### src/rtl/alu_muldiv_seq.sv
// alu_muldiv_seq
// Multi-cycle 16-bit unsigned MULTU / DIVU sequencer that borrows the shared
// single-cycle ALU: shift-add multiply, restoring divide.
// Ports:
//   clk, reset          - clock (rising edge), async active-high reset
//   start, op           - request pulse; op 0 = MULTU, 1 = DIVU
//   opA, opB            - multiplicand/dividend, multiplier/divisor
//   aluResult           - combinational ALUout returned by the shared ALU
//   aluSrcA/B, aluCtrl  - ALU drive, valid while aluOwn=1 (else held at 0)
//   aluOwn, busy        - high in MUL/DIV_CMP/DIV_SUB
//   done                - one-cycle pulse, hi/lo valid
//   hi, lo              - {hi,lo}=product; lo=quotient, hi=remainder
module alu_muldiv_seq #(
    parameter int WIDTH = 16,
    parameter int CNT_W = 5
) (
    input  logic             clk,
    input  logic             reset,
    input  logic             start,
    input  logic             op,
    input  logic [WIDTH-1:0] opA,
    input  logic [WIDTH-1:0] opB,
    input  logic [WIDTH-1:0] aluResult,
    output logic [WIDTH-1:0] aluSrcA,
    output logic [WIDTH-1:0] aluSrcB,
    output logic [2:0]       aluCtrl,
    output logic             aluOwn,
    output logic             busy,
    output logic             done,
    output logic [WIDTH-1:0] hi,
    output logic [WIDTH-1:0] lo
);

    typedef enum logic [2:0] {
        S_IDLE, S_MUL, S_DIV_CMP, S_DIV_SUB, S_DONE
    } state_t;

    localparam logic [2:0] ALU_ADD = 3'b010;
    localparam logic [2:0] ALU_SUB = 3'b110;
    localparam logic [2:0] ALU_SLT = 3'b111;
    localparam logic [CNT_W-1:0] LAST_CNT = CNT_W'(WIDTH - 1);

    state_t           state_q, state_d;
    // During a divide hi_q holds the partial remainder and lo_q the
    // dividend/quotient shift register, so DONE needs no extra copy.
    logic [WIDTH-1:0] hi_q, hi_d;
    logic [WIDTH-1:0] lo_q, lo_d;
    logic [WIDTH-1:0] mcand_q, mcand_d;   // multiplicand or divisor
    logic [CNT_W-1:0] cnt_q, cnt_d;
    logic             ge_q, ge_d;         // shifted remainder >= divisor
    logic             carry;
    logic [WIDTH-1:0] sh;

    always_ff @(posedge clk or posedge reset) begin
        if (reset) begin
            state_q <= S_IDLE;
            hi_q    <= '0;
            lo_q    <= '0;
            mcand_q <= '0;
            cnt_q   <= '0;
            ge_q    <= 1'b0;
        end else begin
            state_q <= state_d;
            hi_q    <= hi_d;
            lo_q    <= lo_d;
            mcand_q <= mcand_d;
            cnt_q   <= cnt_d;
            ge_q    <= ge_d;
        end
    end

    always_comb begin
        state_d = state_q;
        hi_d    = hi_q;
        lo_d    = lo_q;
        mcand_d = mcand_q;
        cnt_d   = cnt_q;
        ge_d    = ge_q;
        aluSrcA = '0;
        aluSrcB = '0;
        aluCtrl = 3'b000;
        carry   = 1'b0;
        sh      = {hi_q[WIDTH-2:0], lo_q[WIDTH-1]};

        case (state_q)
            S_IDLE, S_DONE: begin
                state_d = S_IDLE;
                if (start) begin
                    cnt_d = '0;
                    if (!op) begin
                        state_d = S_MUL;
                        hi_d    = '0;
                        lo_d    = opB;
                        mcand_d = opA;
                    end else if (opB != '0) begin
                        state_d = S_DIV_CMP;
                        hi_d    = '0;
                        lo_d    = opA;
                        mcand_d = opB;
                    end else begin
                        // divide by zero: finish at once without the ALU
                        state_d = S_DONE;
                        hi_d    = opA;
                        lo_d    = '1;
                    end
                end
            end
            S_MUL: begin
                aluCtrl = ALU_ADD;
                aluSrcA = hi_q;
                aluSrcB = lo_q[0] ? mcand_q : '0;
                // unsigned overflow of the add is the bit shifted into hi
                carry   = (aluResult < hi_q);
                hi_d    = {carry, aluResult[WIDTH-1:1]};
                lo_d    = {aluResult[0], lo_q[WIDTH-1:1]};
                cnt_d   = cnt_q + CNT_W'(1);
                if (cnt_q == LAST_CNT) state_d = S_DONE;
            end
            S_DIV_CMP: begin
                aluCtrl = ALU_SLT;
                aluSrcA = sh;
                aluSrcB = mcand_q;
                // a bit shifted out of rem means the true value exceeds dvsr
                ge_d    = hi_q[WIDTH-1] | ~aluResult[0];
                hi_d    = sh;
                lo_d    = {lo_q[WIDTH-2:0], 1'b0};
                state_d = S_DIV_SUB;
            end
            S_DIV_SUB: begin
                aluCtrl = ALU_SUB;
                aluSrcA = hi_q;
                aluSrcB = mcand_q;
                if (ge_q) begin
                    hi_d    = aluResult;
                    lo_d[0] = 1'b1;
                end
                cnt_d   = cnt_q + CNT_W'(1);
                state_d = (cnt_q == LAST_CNT) ? S_DONE : S_DIV_CMP;
            end
            default: state_d = S_IDLE;
        endcase
    end

    assign busy   = (state_q == S_MUL) || (state_q == S_DIV_CMP) || (state_q == S_DIV_SUB);
    assign aluOwn = busy;
    assign done   = (state_q == S_DONE);
    assign hi     = hi_q;
    assign lo     = lo_q;

endmodule
### config.mk
export PLATFORM = sky130hd
export DESIGN_NAME = alu_muldiv_seq
export DESIGN_NICKNAME = d
export VERILOG_FILES = /design/src/rtl/alu_muldiv_seq.sv
export SDC_FILE = /design/constraint.sdc
export NUM_CORES = 1
export LEC_CHECK = 0
export BUFFER_PORTS_ARGS = -buffer_cell sky130_fd_sc_hd__buf_4
export CAP_MARGIN = 15
export CORE_MARGIN = 2
export CORE_UTILIZATION = 55
export CTS_BUF_LIST = sky130_fd_sc_hd__clkbuf_4 sky130_fd_sc_hd__clkbuf_8
export DETAILED_ROUTE_END_ITERATION = 16
export GPL_TIMING_DRIVEN = 0
export PLACE_DENSITY = 0.85
export SLEW_MARGIN = 20
export SYNTH_ARGS = -nofsm -noshare
export SYNTH_HDL_FRONTEND = slang
export SYNTH_SLANG_ARGS = --single-unit
### constraint.sdc
create_clock -name clk -period 3.7 [get_ports clk]
set_input_delay 0 -clock clk [delete_from_list [all_inputs] [get_ports clk]]
set_output_delay 0 -clock clk [all_outputs]
set_load 0.01 [all_outputs]
==> impl_metrics.csv <==
group,metric,value,unit
cts,clock_path_buffers,2,
logic_synthesis,synth_top_area_cell,"dfrtp_1",
floorplan,die_y,88.77,um
logic_synthesis,synth_cells,456,
logic_synthesis,synth-seq-cells,57,
sta,tightest_slew,0.7618,ns
sta,drv_slew,0,
critical_path,cpPeakStageDelay,0.62,ns
sta,hold_viol,0,
cts,cts_tree,"done",
global_route,grt_overflow,0,
critical_path,worst_path_most_repeated_cell,"nor2b_1",
floorplan,die_w,88.77,um
placement,portBuffers,120,
hold_path,holdPathStages,3,
critical_path,startpoint_type,"flip-flop",
sta,layout_min_cycle_time,2.519,ns
critical_path,endpoint_kind,"output pin",
layout,fillers,523,
cts,clk_latency,0.35,ns
global_route,grt_util_all_layers,34.73,%
drt,drt_iter0_drc,383,
drt,post-route-drc-count,0,
critical_path,crit_cells,6,
global_route,grt_pass1_wl,20760,um
status,status,"completed",
logic_synthesis,synth_fp_nets,525,
drt,wl_per_cell,19.08,um
sta,slew_headroom,49.21,%
critical_path,slowest_stage,"a21oi_1",
layout,antenna_cells,0,
layout,stdcell_area,5335,sq um
logic_synthesis,synth.top_cell.area_share,36.09,%
floorplan,row_count,30,
power,power.density,961.4,nW/um^2
logic_synthesis,synth_warnings,0,
global_route,grt_pass1_vias,4140,
sta,rsz0062_at_grt,"false",
layout,multi_input_area,2245,sq um
logic_synthesis,syn_area,3953,sq um
power,swShare,45.34,%
critical_path,reg2regPathDepth,6,
drt,drtPass1Iterations,6,
logic_synthesis,synthArstFlopShare,100.0,%
critical_path,cp_top_family,"buffers and inverters",
cts,cts_htree_levels,3,
layout,ff_latch_area,1426,sq um
critical_path,critPathMaxFanout,10,
logic_synthesis,synth.area.top_cells,"dfrtp_1 (36%), mux2i_1 (7.1%), a22oi_1 (5.5%)",
drt,vias,4310,
placement,dp_hpwl,9786,um
hold_path,hold_path.class,"in2reg",
sta,setup_viol,0,
placement,place_congestion,0.9121,
floorplan,die_area,7880,sq um
floorplan,io_pins,122,
power,p_comb_share,61.0,%
drt,ant_nets,0,
placement,placedInstanceArea,4976,sq um
sta,fin_crit_sh,68.07,%
critical_path,criticalPathCategory,"reg2out",
drt,avgViaCountPerCell,6.166,
power,clock_power_share,14.8,%
global_route,busiest_layer,"met2",
global_route,grt_max_degree,58,
cts,clkTransAtPathRegs,0.08,ns
logic_synthesis,yosysSeqAreaShare,36.09,%
sta,finClkSkew,0.01161,ns
global_route,grt_use_met1,43.79,%
drt,wirelength,13340,um
cts,ctsRootBufferMaster,"clkbuf_8",
power,finalPower,0.005129,W
sta,fmax,397.1,MHz
cts,cts-hold-fix-buffers,11,
logic_synthesis,avgSynthCellArea,8.668,sq um
critical_path,cp_cell_sequence,"buf_2, nor2b_1, a21oi_1, clkbuf_1, nor2b_1, buf_4",
cts,post_cts.repair.setup_buffers,0,
layout,layout-drive-gt1-share,29.52,%
layout,fin_nets,667,
logic_synthesis,synth_edf_count,0,
logic_synthesis,synthDistinctLibCells,46,
floorplan,core_area,6869,sq um
power,irDropWorstVdd,541.1,uV
critical_path,cp.required,3.70,ns
floorplan,start_util,57.54,%
cts,cts_buffers,9,
cts,cts.repair.resized,0,
global_route,use_met3,5.131,%
cts,cts.sinks,57,
sta,fin_tns_setup,0,ns
power,p_sw,0.002326,W
run,max-cap-violations,0,
power,power_leakage,2.527,nW
global_route,grt_antenna_before_repair,0,
logic_synthesis,synthMostInstantiatedCell,"dfrtp_1",
layout,area_growth,34.98,%
critical_path,crit_buf_inv,3,
logic_synthesis,synth_flop_cell,"dfrtp_1",
critical_path,arrival,2.52,ns
power,seqPwrFrac,24.3,%
global_route,use_met2,59.16,%
power,intPower,0.002804,W
logic_synthesis,netlist_top_cells_count,"dfrtp_1 (57), nor2_1 (55), nand2_1 (40), a21oi_1 (37), a22oi_1 (29)",
==> logic make-up after synthesis <==
| logic type | synth area share (%) |
|---|---|
| buffers and inverters | 7.123 |
| AOI/OAI and AO/OA | 27.03 |
| muxes | 7.946 |
| and+or+nand+nor | 15.99 |
| xor gates and xnor gates | 0.4433 |
| DFF | 36.09 |
| adders and majority gates | 5.381 |
==> final cells by class <==
type,instances,share of cell area [%]
Multi-Input combinational cell,341,42.07
Sequential cell,57,26.74
Timing Repair Buffer,131,18.95
Buffer,38,3.870
Clock inverter,7,2.345
Clock buffer,9,2.322
Tap cell,96,2.251
Inverter,20,1.454
==> worst min-delay path: cells and delay by family <==
family | cells | cell delay, ns
buf+inv | 1 | 0.11
compound gates | 2 | 0.20
==> power by group through the flow <==
stage          combinational (W)  clock, W  sequential, W
2_1_floorplan            0.00179         0        0.00125
3_3_place_gp             0.00298         0        0.00123
3_5_place_dp             0.00307         0        0.00124
4_1_cts                  0.00310  0.000746        0.00123
5_1_grt                  0.00341  0.000774        0.00128
6_report                 0.00313  0.000757        0.00124
==> through the flow <==
step	std cells	setup WS [ns]	hold WS, ns	util [%]
2_1_floorplan	456	1.821	0.1032	-
3_3_place_gp	672	1.520	0.2446	72.40
3_5_place_dp	672	1.647	0.1698	72.44
4_1_cts	699	1.258	0.007567	77.67
5_1_grt	699	1.079	0.02167	77.67
6_report	699	1.181	0.002932	77.67
==> cell usage in the layout (no fill, tap or decap), types with 2 or more instances in the layout <==
cell and count:
dlygate4sd3_1 11, buf_2 17, o31ai_2 5, nor2b_1 20
a21oi_2 5, and2_1 2, o21ai_0 21, nor2_1 55
inv_1 18, a311oi_1 3, o221ai_1 16, a21o_1 3
bufinv_16 3, clkbuf_8 9, dfrtp_1 57, a21oi_1 37
nor3_1 2, xor2_1 2, inv_6 3, buf_1 2
nand3_1 3, clkbuf_1 13, a22oi_1 29, mux2_2 3
nand2_1 40, nand4_1 3, nand2b_1 4, a22o_1 2
mux2i_1 28, ha_1 17, o31ai_1 7, a211o_1 2
a31oi_1 16, buf_4 124, o21a_1 2, nor4_1 3
==> sequential cells by signal, indices dropped and copies added, names as in the netlist <==
name     cells
hi          16
lo          16
mcand_q     16
cnt_q        5
state_q      3
ge_q         1
==> metal layers <==
metal	share of wire, %	wire, um	vias up
met5	0	0	-
met4	3.6	485	0
met3	9.5	1268	44
met2	48	6365	274
met1	39	5216	2047
li1	-	-	1945
==> worst paths after layout <==
check | start | slack (ns) | to
min | opA[12] | 0.003 | hi[12]
max | state_q[2] | 1.18 | aluSrcB[11]
max reg2reg | state_q[1] | 1.43 | mcand_q[1]
max in group asynchronous | reset | 2.88 | hi[6]
min reg2reg | mcand_q[10] | 0.54 | mcand_q[10]
min in group asynchronous | reset | 0.33 | mcand_q[14]
Power figures use the tool's default switching activity.
